### src/rtl/alu_pkg.sv
// Shared types for the sequential ALU: operation codes, flag bit positions and FSM states.
package alu_pkg;

   typedef enum logic [4:0] {
      OpAdd    = 5'h00,
      OpSub    = 5'h01,
      OpAnd    = 5'h02,
      OpOr     = 5'h03,
      OpXor    = 5'h04,
      OpSlt    = 5'h05,
      OpSll    = 5'h06,
      OpSltu   = 5'h07,
      OpSrl    = 5'h08,
      OpSra    = 5'h09,
      OpSubu   = 5'h0A,
      OpMul    = 5'h10,
      OpMulh   = 5'h11,
      OpMulhsu = 5'h12,
      OpMulhu  = 5'h13,
      OpDiv    = 5'h14,
      OpDivu   = 5'h15,
      OpRem    = 5'h16,
      OpRemu   = 5'h17
   } alu_op_e;

   localparam int unsigned FLAG_O = 3;
   localparam int unsigned FLAG_N = 2;
   localparam int unsigned FLAG_Z = 1;
   localparam int unsigned FLAG_C = 0;

   typedef enum logic [1:0] {IDLE, BUSY, DONE} state_e;

endpackage

### src/rtl/mdu_iter.sv
// Iterative radix-2 multiply/divide: shift-add multiplier and restoring divider sharing one
// double-width accumulator; operands are iterated as magnitudes and the sign fixed at the end.
module mdu_iter
   import alu_pkg::*;
#(
   parameter int unsigned  REG_BITS = 32,
   localparam int unsigned SH_BITS  = $clog2(REG_BITS)
) (
   input  logic                clk,
   input  logic                rst_n,
   input  logic                flush,
   input  logic                start,
   input  logic [4:0]          op,
   input  logic [REG_BITS-1:0] A,
   input  logic [REG_BITS-1:0] B,
   output logic                busy,
   output logic                done,
   output logic [REG_BITS-1:0] result
);
   localparam int unsigned W = REG_BITS;

   logic [4:0]         op_q;
   logic               neg_q, busy_q;
   logic [W-1:0]       opnd_q;
   logic [2*W-1:0]     acc_q, acc_nxt, prod;
   logic [SH_BITS-1:0] cnt_q;

   logic               a_neg, b_neg, ge;
   logic [W-1:0]       a_mag, b_mag, rem_sub, quo_fix, rem_fix;
   logic [W:0]         sum, rem_sh;

   always_comb begin
      a_neg = (op inside {OpMulh, OpMulhsu, OpDiv, OpRem}) && A[W-1];
      b_neg = (op inside {OpMulh, OpDiv, OpRem}) && B[W-1];
      a_mag = a_neg ? -A : A;
      b_mag = b_neg ? -B : B;
   end

   // Multiply: {acc_hi, multiplier} shifts right; divide: {remainder, quotient} shifts left.
   always_comb begin
      sum     = {1'b0, acc_q[2*W-1:W]} + {1'b0, opnd_q};
      rem_sh  = acc_q[2*W-1:W-1];
      ge      = rem_sh >= {1'b0, opnd_q};
      rem_sub = W'(rem_sh - {1'b0, opnd_q});
      if (op_q[2]) begin
         acc_nxt = ge ? {rem_sub, acc_q[W-2:0], 1'b1} : {rem_sh[W-1:0], acc_q[W-2:0], 1'b0};
      end else begin
         acc_nxt = acc_q[0] ? {sum, acc_q[W-1:1]} : {1'b0, acc_q[2*W-1:1]};
      end
      prod    = neg_q ? -acc_nxt : acc_nxt;
      quo_fix = neg_q ? -acc_nxt[W-1:0] : acc_nxt[W-1:0];
      rem_fix = neg_q ? -acc_nxt[2*W-1:W] : acc_nxt[2*W-1:W];
      case (op_q)
         OpMul:         result = prod[W-1:0];
         OpDiv, OpDivu: result = quo_fix;
         OpRem, OpRemu: result = rem_fix;
         default:       result = prod[2*W-1:W];
      endcase
   end

   assign busy = busy_q;
   assign done = busy_q && (cnt_q == SH_BITS'(W - 1));

   always_ff @(posedge clk or negedge rst_n) begin
      if (!rst_n) begin
         busy_q <= 1'b0;
         cnt_q  <= '0;
         acc_q  <= '0;
         opnd_q <= '0;
         op_q   <= '0;
         neg_q  <= 1'b0;
      end else if (flush) begin
         busy_q <= 1'b0;
      end else if (start) begin
         busy_q <= 1'b1;
         cnt_q  <= '0;
         op_q   <= op;
         neg_q  <= (op == OpRem) ? a_neg : (a_neg ^ b_neg);
         if (op[2]) begin
            acc_q  <= {{W{1'b0}}, a_mag};
            opnd_q <= b_mag;
         end else begin
            acc_q  <= {{W{1'b0}}, b_mag};
            opnd_q <= a_mag;
         end
      end else if (busy_q) begin
         acc_q <= acc_nxt;
         cnt_q <= cnt_q + SH_BITS'(1);
         if (done) begin
            busy_q <= 1'b0;
         end
      end
   end

endmodule

### src/rtl/seq_alu.sv
// Execute unit: valid/ready handshake FSM, single-cycle base ops and divide early-outs,
// with RV32M multiply/divide delegated to mdu_iter; result and flags held until consumed.
module seq_alu
   import alu_pkg::*;
#(
   parameter int unsigned  REG_BITS = 32,
   localparam int unsigned SH_BITS  = $clog2(REG_BITS)
) (
   input  logic                clk,
   input  logic                rst_n,
   input  logic                flush,
   input  logic                in_valid,
   output logic                in_ready,
   input  logic [4:0]          ctrl,
   input  logic [REG_BITS-1:0] A,
   input  logic [REG_BITS-1:0] B,
   output logic                out_valid,
   input  logic                out_ready,
   output logic [REG_BITS-1:0] C,
   output logic [3:0]          ONZC
);
   localparam int unsigned W = REG_BITS;
   localparam logic [W-1:0] MinNeg = {1'b1, {(W-1){1'b0}}};

   state_e             state_q, state_d;
   logic [W-1:0]       c_q, c_d, alu_res, mdu_res;
   logic [3:0]         onzc_q, onzc_d, alu_flags;
   logic               accept, m_op, early, mdu_start, mdu_busy, mdu_done;
   logic               fo, fn, fc;
   logic [W:0]         add_w, sub_w, sll_w, srl_w, sra_w;
   logic [SH_BITS-1:0] sh;

   assign in_ready  = (state_q == IDLE) || ((state_q == DONE) && out_ready);
   assign accept    = in_valid && in_ready && !flush;
   assign m_op      = (ctrl[4:3] == 2'b10);
   assign out_valid = (state_q == DONE);
   assign C         = c_q;
   assign ONZC      = onzc_q;

   always_comb begin
      sh    = B[SH_BITS-1:0];
      add_w = {1'b0, A} + {1'b0, B};
      sub_w = {1'b0, A} - {1'b0, B};
      sll_w = {1'b0, A} << sh;
      srl_w = {A, 1'b0} >> sh;
      sra_w = $signed({A, 1'b0}) >>> sh;
      alu_res = '0;
      early   = 1'b0;
      fo      = 1'b0;
      fn      = 1'b0;
      fc      = 1'b0;
      case (ctrl)
         OpAdd: begin
            alu_res = add_w[W-1:0];
            fc      = add_w[W];
            fn      = alu_res[W-1];
            fo      = (A[W-1] == B[W-1]) && (alu_res[W-1] != A[W-1]);
         end
         OpSub: begin
            alu_res = sub_w[W-1:0];
            fc      = sub_w[W];
            fn      = alu_res[W-1];
            fo      = (A[W-1] != B[W-1]) && (alu_res[W-1] != A[W-1]);
         end
         OpAnd:  alu_res = A & B;
         OpOr:   alu_res = A | B;
         OpXor:  alu_res = A ^ B;
         OpSlt:  alu_res = {{(W-1){1'b0}}, $signed(A) < $signed(B)};
         OpSltu: alu_res = {{(W-1){1'b0}}, A < B};
         OpSll: begin
            alu_res = sll_w[W-1:0];
            fc      = sll_w[W];
            fn      = alu_res[W-1];
         end
         OpSrl: begin
            alu_res = srl_w[W:1];
            fc      = srl_w[0];
            fn      = alu_res[W-1];
         end
         OpSra: begin
            alu_res = sra_w[W:1];
            fc      = sra_w[0];
            fn      = alu_res[W-1];
         end
         OpSubu: begin
            alu_res = sub_w[W-1:0];
            fo      = sub_w[W];
         end
         // ctrl[1] selects remainder, ctrl[0] selects unsigned.
         OpDiv, OpDivu, OpRem, OpRemu: begin
            if (B == '0) begin
               early   = 1'b1;
               fo      = 1'b1;
               alu_res = ctrl[1] ? A : '1;
            end else if (!ctrl[0] && (A == MinNeg) && (B == '1)) begin
               early   = 1'b1;
               fo      = 1'b1;
               alu_res = ctrl[1] ? '0 : A;
            end
            fn = alu_res[W-1];
         end
         default: ;
      endcase
      alu_flags         = '0;
      alu_flags[FLAG_O] = fo;
      alu_flags[FLAG_N] = fn;
      alu_flags[FLAG_Z] = (alu_res == '0);
      alu_flags[FLAG_C] = fc;
   end

   always_comb begin
      state_d   = state_q;
      c_d       = c_q;
      onzc_d    = onzc_q;
      mdu_start = 1'b0;
      if (flush) begin
         state_d = IDLE;
      end else begin
         unique case (state_q)
            IDLE, DONE: begin
               if (accept) begin
                  if (m_op && !early) begin
                     state_d   = BUSY;
                     mdu_start = 1'b1;
                  end else begin
                     state_d = DONE;
                     c_d     = alu_res;
                     onzc_d  = alu_flags;
                  end
               end else if (state_q == DONE && out_ready) begin
                  state_d = IDLE;
               end
            end
            BUSY: begin
               if (mdu_done) begin
                  state_d        = DONE;
                  c_d            = mdu_res;
                  onzc_d         = '0;
                  onzc_d[FLAG_N] = mdu_res[W-1];
                  onzc_d[FLAG_Z] = (mdu_res == '0);
               end else if (!mdu_busy) begin
                  state_d = IDLE;
               end
            end
            default: state_d = IDLE;
         endcase
      end
   end

   always_ff @(posedge clk or negedge rst_n) begin
      if (!rst_n) begin
         state_q <= IDLE;
         c_q     <= '0;
         onzc_q  <= 4'b0010;
      end else begin
         state_q <= state_d;
         c_q     <= c_d;
         onzc_q  <= onzc_d;
      end
   end

   mdu_iter #(
      .REG_BITS(REG_BITS)
   ) u_mdu (
      .clk   (clk),
      .rst_n (rst_n),
      .flush (flush),
      .start (mdu_start),
      .op    (ctrl),
      .A     (A),
      .B     (B),
      .busy  (mdu_busy),
      .done  (mdu_done),
      .result(mdu_res)
   );

endmodule

### config.mk
export PLATFORM = sky130hd
export DESIGN_NAME = seq_alu
export DESIGN_NICKNAME = d
export VERILOG_FILES = /design/src/rtl/alu_pkg.sv /design/src/rtl/mdu_iter.sv /design/src/rtl/seq_alu.sv
export SDC_FILE = /design/constraint.sdc
export NUM_CORES = 1
export LEC_CHECK = 0
export CAP_MARGIN = 20
export CORE_UTILIZATION = 40
export CTS_BUF_LIST = sky130_fd_sc_hd__clkbuf_8
export DETAILED_ROUTE_END_ITERATION = 7
export PLACE_DENSITY_LB_ADDON = 0.05
export SYNTH_ARGS = -nofsm -noshare
export SYNTH_HDL_FRONTEND = slang
export SYNTH_SLANG_ARGS = --single-unit
### constraint.sdc
create_clock -name clk -period 6 [get_ports clk]
set_input_delay 1.5 -clock clk [delete_from_list [all_inputs] [get_ports clk]]
set_output_delay 1.5 -clock clk [all_outputs]
set_load 0.01 [all_outputs]
## Yosys cells after proc, flatten, opt, wreduce, memory -nomap -nowiden

Cells that the tools add are included.

| word-level totals | value |
|---|---|
| word-level logic and storage cells | 149 |
| output and inout port bits | 38 |
| flip-flop bits (word level) | 146 |

| cells by class | value |
|---|---|
| reductions and logical operators | 33 |
| bitwise logic cells | 5 |
| eq/ne operators | 36 |
| multiplexer cells | 50 |
| magnitude comparators | 3 |
| shift-type cells | 3 |
| add/sub/neg operators | 10 |

Operators with widths:

| kind | number |
|---|---|
| $mux W32 | 13 |
| $mux W64 | 6 |
| $pmux W32 S11 | 1 |
| $neg A32 Y32 | 4 |
| $logic_not A32 Y1 | 3 |
| $pmux W32 S3 | 1 |
| $add A32 B32 Y33 | 2 |
| $eq A32 B32 Y1 const B | 2 |
| $lt A32 B32 Y1 | 2 |
| $neg A64 Y64 | 1 |
| $pmux W32 S2 | 1 |
| $eq A5 B5 Y1 const B | 12 |
| $ge A33 B32 Y1 | 1 |
| $shl A32 B5 Y33 | 1 |
| $shr A33 B5 Y33 | 1 |
| $sshr A33 B5 Y33 | 1 |
| $sub A32 B32 Y33 | 1 |
| $and A32 B32 Y32 | 1 |
| $or A32 B32 Y32 | 1 |
| $sub A32 B32 Y32 | 1 |
| $xor A32 B32 Y32 | 1 |
| $eq A5 B3 Y1 const B | 4 |
| $eq A5 B4 Y1 const B | 3 |
| $mux W1 | 12 |
| other kinds (31) | 64 |

## Longest topological paths before layout

| logic depth | value |
|---|---|
| depth after elaboration | 14 |
| gate-level depth with buffers | 25 |
| mapped depth without buffers | 24 |

## Modules after synthesis

Synthesis repeated with hierarchy kept, for this count alone.

| unflattened totals | value |
|---|---|
| cells, all modules | 3747 |
| area, all modules | 26312.7 um^2 |

By module, submodules not included:

| module | area each (um^2) | times used | seq. area each (um^2) | cells each |
|---|---|---|---|---|
| mdu_iter | 14018.4 | 1 | 2702.6 | 2002 |
| seq_alu | 12294.3 | 1 | 952.2 | 1745 |

## Worst setup path after synthesis

OpenSTA, ideal clock, no wires.

| path | value |
|---|---|
| path type | in2reg |
| from | input B[2] |
| to | register onzc_q[1] (netlist: ONZC[1]) |
| data required time | 5.914 ns |
| slack | -0.885 ns |
| buffers on the path | 5 |
| arrival | 6.799 ns |
| stages | 22 |
| cell sequence | inv_1 clkbuf_1 clkbuf_1 buf_1 clkbuf_1 buf_1 ha_1 o21bai_1 a21oi_1 o211a_1 o31ai_1 a211oi_1 o22a_1 o41ai_1 mux2i_1 a211o_1 or4_1 nor4_1 nand4_1 nor4_1 a32oi_1 o31ai_2 |

| on the way | value |
|---|---|
| word-level cells in the longest chain between the ends | 9 |
| elaborated cells between the ends (all ways) | 27 |
| classes of those cells | add/sub: 2; order compare: 2; eq/ne: 2; shift: 3; mux: 9; bitwise: 3; reduce/logical: 6 |

Ends and longest elaborated chain:

| what | line | RTL |
|---|---|---|
| from (decl) | seq_alu.sv:16 | `input logic [REG_BITS-1:0] B,` |
| parallel branches: the longest is 9 deep, another holds $sub A32 B32 Y33 | - |  |
| to (signal assigned) | seq_alu.sv:158 | `onzc_q <= onzc_d;` |
| to (decl) | seq_alu.sv:27 | `logic [3:0] onzc_q, onzc_d, alu_flags;` |

Several ways; the timed one is not identified. The select of a mux whose other input is x is not followed.
A chain may end at the register's enable or synchronous reset.

## Final worst setup path

| path | value |
|---|---|
| from | register u_mdu.acc_q[31] |
| to | register onzc_q[1] (netlist: ONZC[1]) |

| on the way | value |
|---|---|
| word-level cells in the longest chain between the ends | 9 |
| elaborated cells between the ends (all ways) | 15 |
| classes of those cells | add/sub: 4; order compare: 1; mux: 9; reduce/logical: 1 |

Ends and longest elaborated chain:

| what | line | RTL |
|---|---|---|
| from (decl) | mdu_iter.sv:25 | `logic [2*W-1:0] acc_q, acc_nxt, prod;` |
| from (signal assigned) | mdu_iter.sv:80 | `acc_q <= {{W{1'b0}}, a_mag};` |
| from (signal assigned) | mdu_iter.sv:83 | `acc_q <= {{W{1'b0}}, b_mag};` |
| from (signal assigned) | mdu_iter.sv:87 | `acc_q <= acc_nxt;` |
| $sub A32 B32 Y32 / $ge A33 B32 Y1 (equally long branches) | mdu_iter.sv:44, mdu_iter.sv:43 |  |
| $mux W64 | mdu_iter.sv:46 | `acc_nxt = ge ? {rem_sub, acc_q[W-2:0], 1'b1} : {rem_sh[W-1:0], acc_q[W-2:0], 1'b0};` |
| $mux W64 * | mdu_iter.sv:45 | `if (op_q[2]) begin` |
| $neg A64 Y64, or another cell as far along | mdu_iter.sv:50 | `prod = neg_q ? -acc_nxt : acc_nxt;` |
| $mux W64, or another cell as far along | mdu_iter.sv:50 |  |
| $pmux W32 S3 * | mdu_iter.sv:53 | `case (op_q)` |
| $logic_not A32 Y1 * | seq_alu.sv:140 | `onzc_d[FLAG_Z] = (mdu_res == '0);` |
| $mux W4 * | seq_alu.sv:135 | `if (mdu_done) begin` |
| $pmux W4 S2 * | seq_alu.sv:119 | `unique case (state_q)` |

Every way passes the cells marked *; elsewhere a longest branch is shown, timed or not. The select of a mux whose other input is x is not followed.

==> results.cfg <==
[outcome]
run_status = finished, final reports clean

[sta]
tightestPinTransition_ps = 1250
setup_viol_count_final = 0
min_period_over_period_pct = 99.6
relSlewSlack_pct = 15.9
hold_viol = 0
upper_clock_frequency_limit_ghz = 0.167
timing.clock.skew_ps = 29.1
fin_tns_setup_ps = 0
finalMaxSlewViolations = 0
final.min_clock_period_ps = 5980

[power]
vdd.ir_drop.worst_mv = 0.267
power.static_leakage_nw = 14.8
pwr_density_cell_mw_per_mm2 = 369
cell_internal_pwr_mw = 5.50
power.switching_fraction_pct = 55.7
total_switching_power_mw = 6.91
power.clock.fraction_pct = 6.8
pwr-share-seq_pct = 12.6
share_comb_of_total_power_pct = 80.6

[grt]
grt_overflow_total = 0
gr-usage-all-layers_pct = 43.0
first_global_vias = 31800
grt_pass1_wl_um = 206000
grt_start_max_net_pins = 116
antenna_found_initial = 3

[setup_path]
worst_endpoint_required_time_ps = 6460
worst-endpoint-arrival_ps = 6440
endpoint_kind = flop
criticalPathCategory = flop to flop
crit_path_start_kind = flop
crit_path_max_fanout = 24

[final_layout]
ff_latch_area_sq_mm = 0.00366
n_fill_cell = 6194
finalInstanceArea_sq_mm = 0.0337
most-common-layout-cells = 803 x sky130_fd_sc_hd__buf_4, 401 x sky130_fd_sc_hd__nor2_1, 381 x sky130_fd_sc_hd__nand2_1
area_delta_synth_final_pct = 32.0
final_common_cell = sky130_fd_sc_hd__buf_4
layout-drive-gt1-share_pct = 24.6
multi_input_area_sq_mm = 0.0205
final_standard_cell_count_with_taps_included_and_fillers_excluded = 5128
nNetsFinal = 4514

[synthesis]
syn-num-nets = 3847
synth_flop_cell = sky130_fd_sc_hd__dfrtp_1
flop_and_latch_count_out_of_synthesis = 146
synth.avg_cell_area_sq_um = 7.09
yosys.area.top_type_share_pct = 14.2
synth-edff-count = 0
synthesis.yosys.warnings = 0
async_flop_share_pct = 100
ys_types = 106
postSynthCellCount = 3601
synth_top_area_cell = sky130_fd_sc_hd__dfrtp_1
synth-seq-area-share_pct = 14.3
syn_area_sq_mm = 0.0255
post_synth_main_area_contributors = sky130_fd_sc_hd__dfrtp_1 14%, sky130_fd_sc_hd__ha_1 8.2%, sky130_fd_sc_hd__a21oi_1 6.0%, sky130_fd_sc_hd__o21ai_0 5.9%, sky130_fd_sc_hd__nor2_1 5.9%

[floorplanning]
die_area_sq_mm = 0.0648
die_height_um = 255
design.core.area_sq_mm = 0.0631
design.portCount = 112
rows = 92
initial_utilization_pct = 40.4
die_x_um = 255

[clocking]
cts.sinks = 146
tritoncts.num_buffers = 17
cts.clk_slew.worst_paths_ps = 120
cts_buffer_depth = 2
clock_root_buffer = sky130_fd_sc_hd__clkbuf_8
cts-htree-levels = 4
cts_tree = yes
worstSkewPairLatency_ps = 540

[placed_design]
dp_hpwl_um = 115000
port-buffer-count = 111
placed_area_sq_mm = 0.0329
last_weighted_congestion_value_of_the_routability_driven_placer = 1.08
placed_cells_incl_taps = 5085

[routing]
route.vias.total = 33400
number_of_drc_violations_after_detailed_routing_iteration_0 = 3972
drt-pass1-iter-count = 8
postRouteWirelength_um = 143000
drt.antenna.violating_nets = 0
via_per_inst = 6.51
detail_route.drc_violations = 0
routed_wire_length_per_instance_um = 27.8

[job]
max-cap-violations = 0

[min_path]
hold_class = flop to flop
[synthesized netlist by cell type (37+ instances only)]
master and n:
sky130_fd_sc_hd__a211oi_1 50, sky130_fd_sc_hd__a21o_1 48, sky130_fd_sc_hd__a21oi_1 304, sky130_fd_sc_hd__a22oi_1 46, sky130_fd_sc_hd__a31oi_1 39, sky130_fd_sc_hd__buf_1 37, sky130_fd_sc_hd__clkbuf_1 224, sky130_fd_sc_hd__dfrtp_1 145
sky130_fd_sc_hd__ha_1 168, sky130_fd_sc_hd__inv_1 149, sky130_fd_sc_hd__mux2i_1 92, sky130_fd_sc_hd__mux4_2 59, sky130_fd_sc_hd__nand2_1 382, sky130_fd_sc_hd__nand3_1 84, sky130_fd_sc_hd__nand4_1 51, sky130_fd_sc_hd__nor2_1 402
sky130_fd_sc_hd__nor3_1 96, sky130_fd_sc_hd__nor4_1 45, sky130_fd_sc_hd__o211ai_1 87, sky130_fd_sc_hd__o21ai_0 303, sky130_fd_sc_hd__o31ai_1 37, sky130_fd_sc_hd__or3_1 50, sky130_fd_sc_hd__xnor2_1 109, sky130_fd_sc_hd__xor2_1 42
[layout make-up]
class | instances | share of cell area (%)
tap | 846 | 3.14
antenna | 1 | 0.00743
multi-input combinational | 3020 | 61.0
sequential | 146 | 10.9
timing repair buffer | 930 | 22.1
clock inverter | 15 | 0.502
inverter | 153 | 1.71
clock buffer | 17 | 0.695
[path summary, 6_finish.rpt]
kind	start	slack, ps	to	cells past startpoint
min in group asynchronous	rst_n	890	u_mdu.opnd_q[14]	1
worst max-delay path	u_mdu.acc_q[31]	20	ONZC[1]	21
worst max register to register	u_mdu.acc_q[31]	20	ONZC[1]	21
worst min-delay path	u_mdu.op_q[0]	480	u_mdu.op_q[0]	2
max in group asynchronous	rst_n	3960	u_mdu.opnd_q[18]	2
worst min register to register	u_mdu.op_q[0]	480	u_mdu.op_q[0]	2
[stage by stage]
stage / setup WS, ps / hold slack [ps] / util, % / power [mW]
floorplan: 9.12 / 439 / - / 6.62
global placement: -754 / 459 / 52.1 / 10.8
detailed placement: -888 / 455 / 52.1 / 10.9
CTS: 15.0 / 480 / 52.8 / 11.8
global route: -20.8 / 530 / 53.4 / 12.9
finish: 22.6 / 480 / 53.4 / 12.4
[state kept, by name, summed over array words and instances (netlist names)]
register and cells:
ONZC 4, state_q 2, u_mdu.cnt_q 5, u_mdu.busy 1
u_mdu.op_q 5, C 32, u_mdu.neg_q 1, u_mdu.opnd_q 32
u_mdu.acc_q 64
[critical path: stages (launching register included)]
cell,delay [ps]
sky130_fd_sc_hd__dfrtp_1,480
sky130_fd_sc_hd__inv_1,80
sky130_fd_sc_hd__ha_1,220
sky130_fd_sc_hd__nor2b_1,260
sky130_fd_sc_hd__o21bai_4,100
sky130_fd_sc_hd__a2111oi_4,490
sky130_fd_sc_hd__a211oi_4,160
sky130_fd_sc_hd__buf_6,170
sky130_fd_sc_hd__a211o_4,370
sky130_fd_sc_hd__buf_4,280
sky130_fd_sc_hd__nand4_1,210
sky130_fd_sc_hd__or3b_1,390
sky130_fd_sc_hd__buf_4,200
sky130_fd_sc_hd__nor4_2,330
sky130_fd_sc_hd__nand2_1,180
sky130_fd_sc_hd__buf_4,210
sky130_fd_sc_hd__o41ai_1,480
sky130_fd_sc_hd__xor2_1,250
sky130_fd_sc_hd__o21ai_0,280
sky130_fd_sc_hd__nor3_1,260
sky130_fd_sc_hd__nand4_1,220
sky130_fd_sc_hd__o31ai_2,280
[metal layers]
metal,vias to the layer above,wire (um),global-route usage (%)
met2,2114,64200,69.9
met4,2,13800,35.3
met5,-,15,0
met3,583,12200,7.75
met1,16000,52400,49.3
li1,14700,-,-
[power groups by stage]
stage | Clock (mW) | Combinational (mW) | Sequential [mW]
floorplan | 0 | 5.09 | 1.53
global placement | 0 | 9.24 | 1.55
detailed placement | 0 | 9.34 | 1.56
CTS | 0.840 | 9.42 | 1.55
global route | 0.880 | 10.4 | 1.59
finish | 0.844 | 10.0 | 1.57
[cells by family after synthesis]
kind of cell / share of synthesized area, %
and+or+nand+nor: 24.3
adders and majority gates: 8.55
DFF: 14.3
xor gates and xnor gates: 5.18
buffers and inverters: 6.64
muxes: 9.70
AOI/OAI and AO/OA: 31.3
[timing repair]
| item | 4_1_cts | 5_1_grt |
|---|---|---|
| hold buffers | 0 | 0 |
| pin swaps | 1 | 21 |
| setup endpoints to repair | 3 | 6 |
| cloned | 1 | 0 |
| setup buffers | 2 | 6 |
| gates resized for setup | 7 | 58 |
Power figures use the tool's default switching activity.
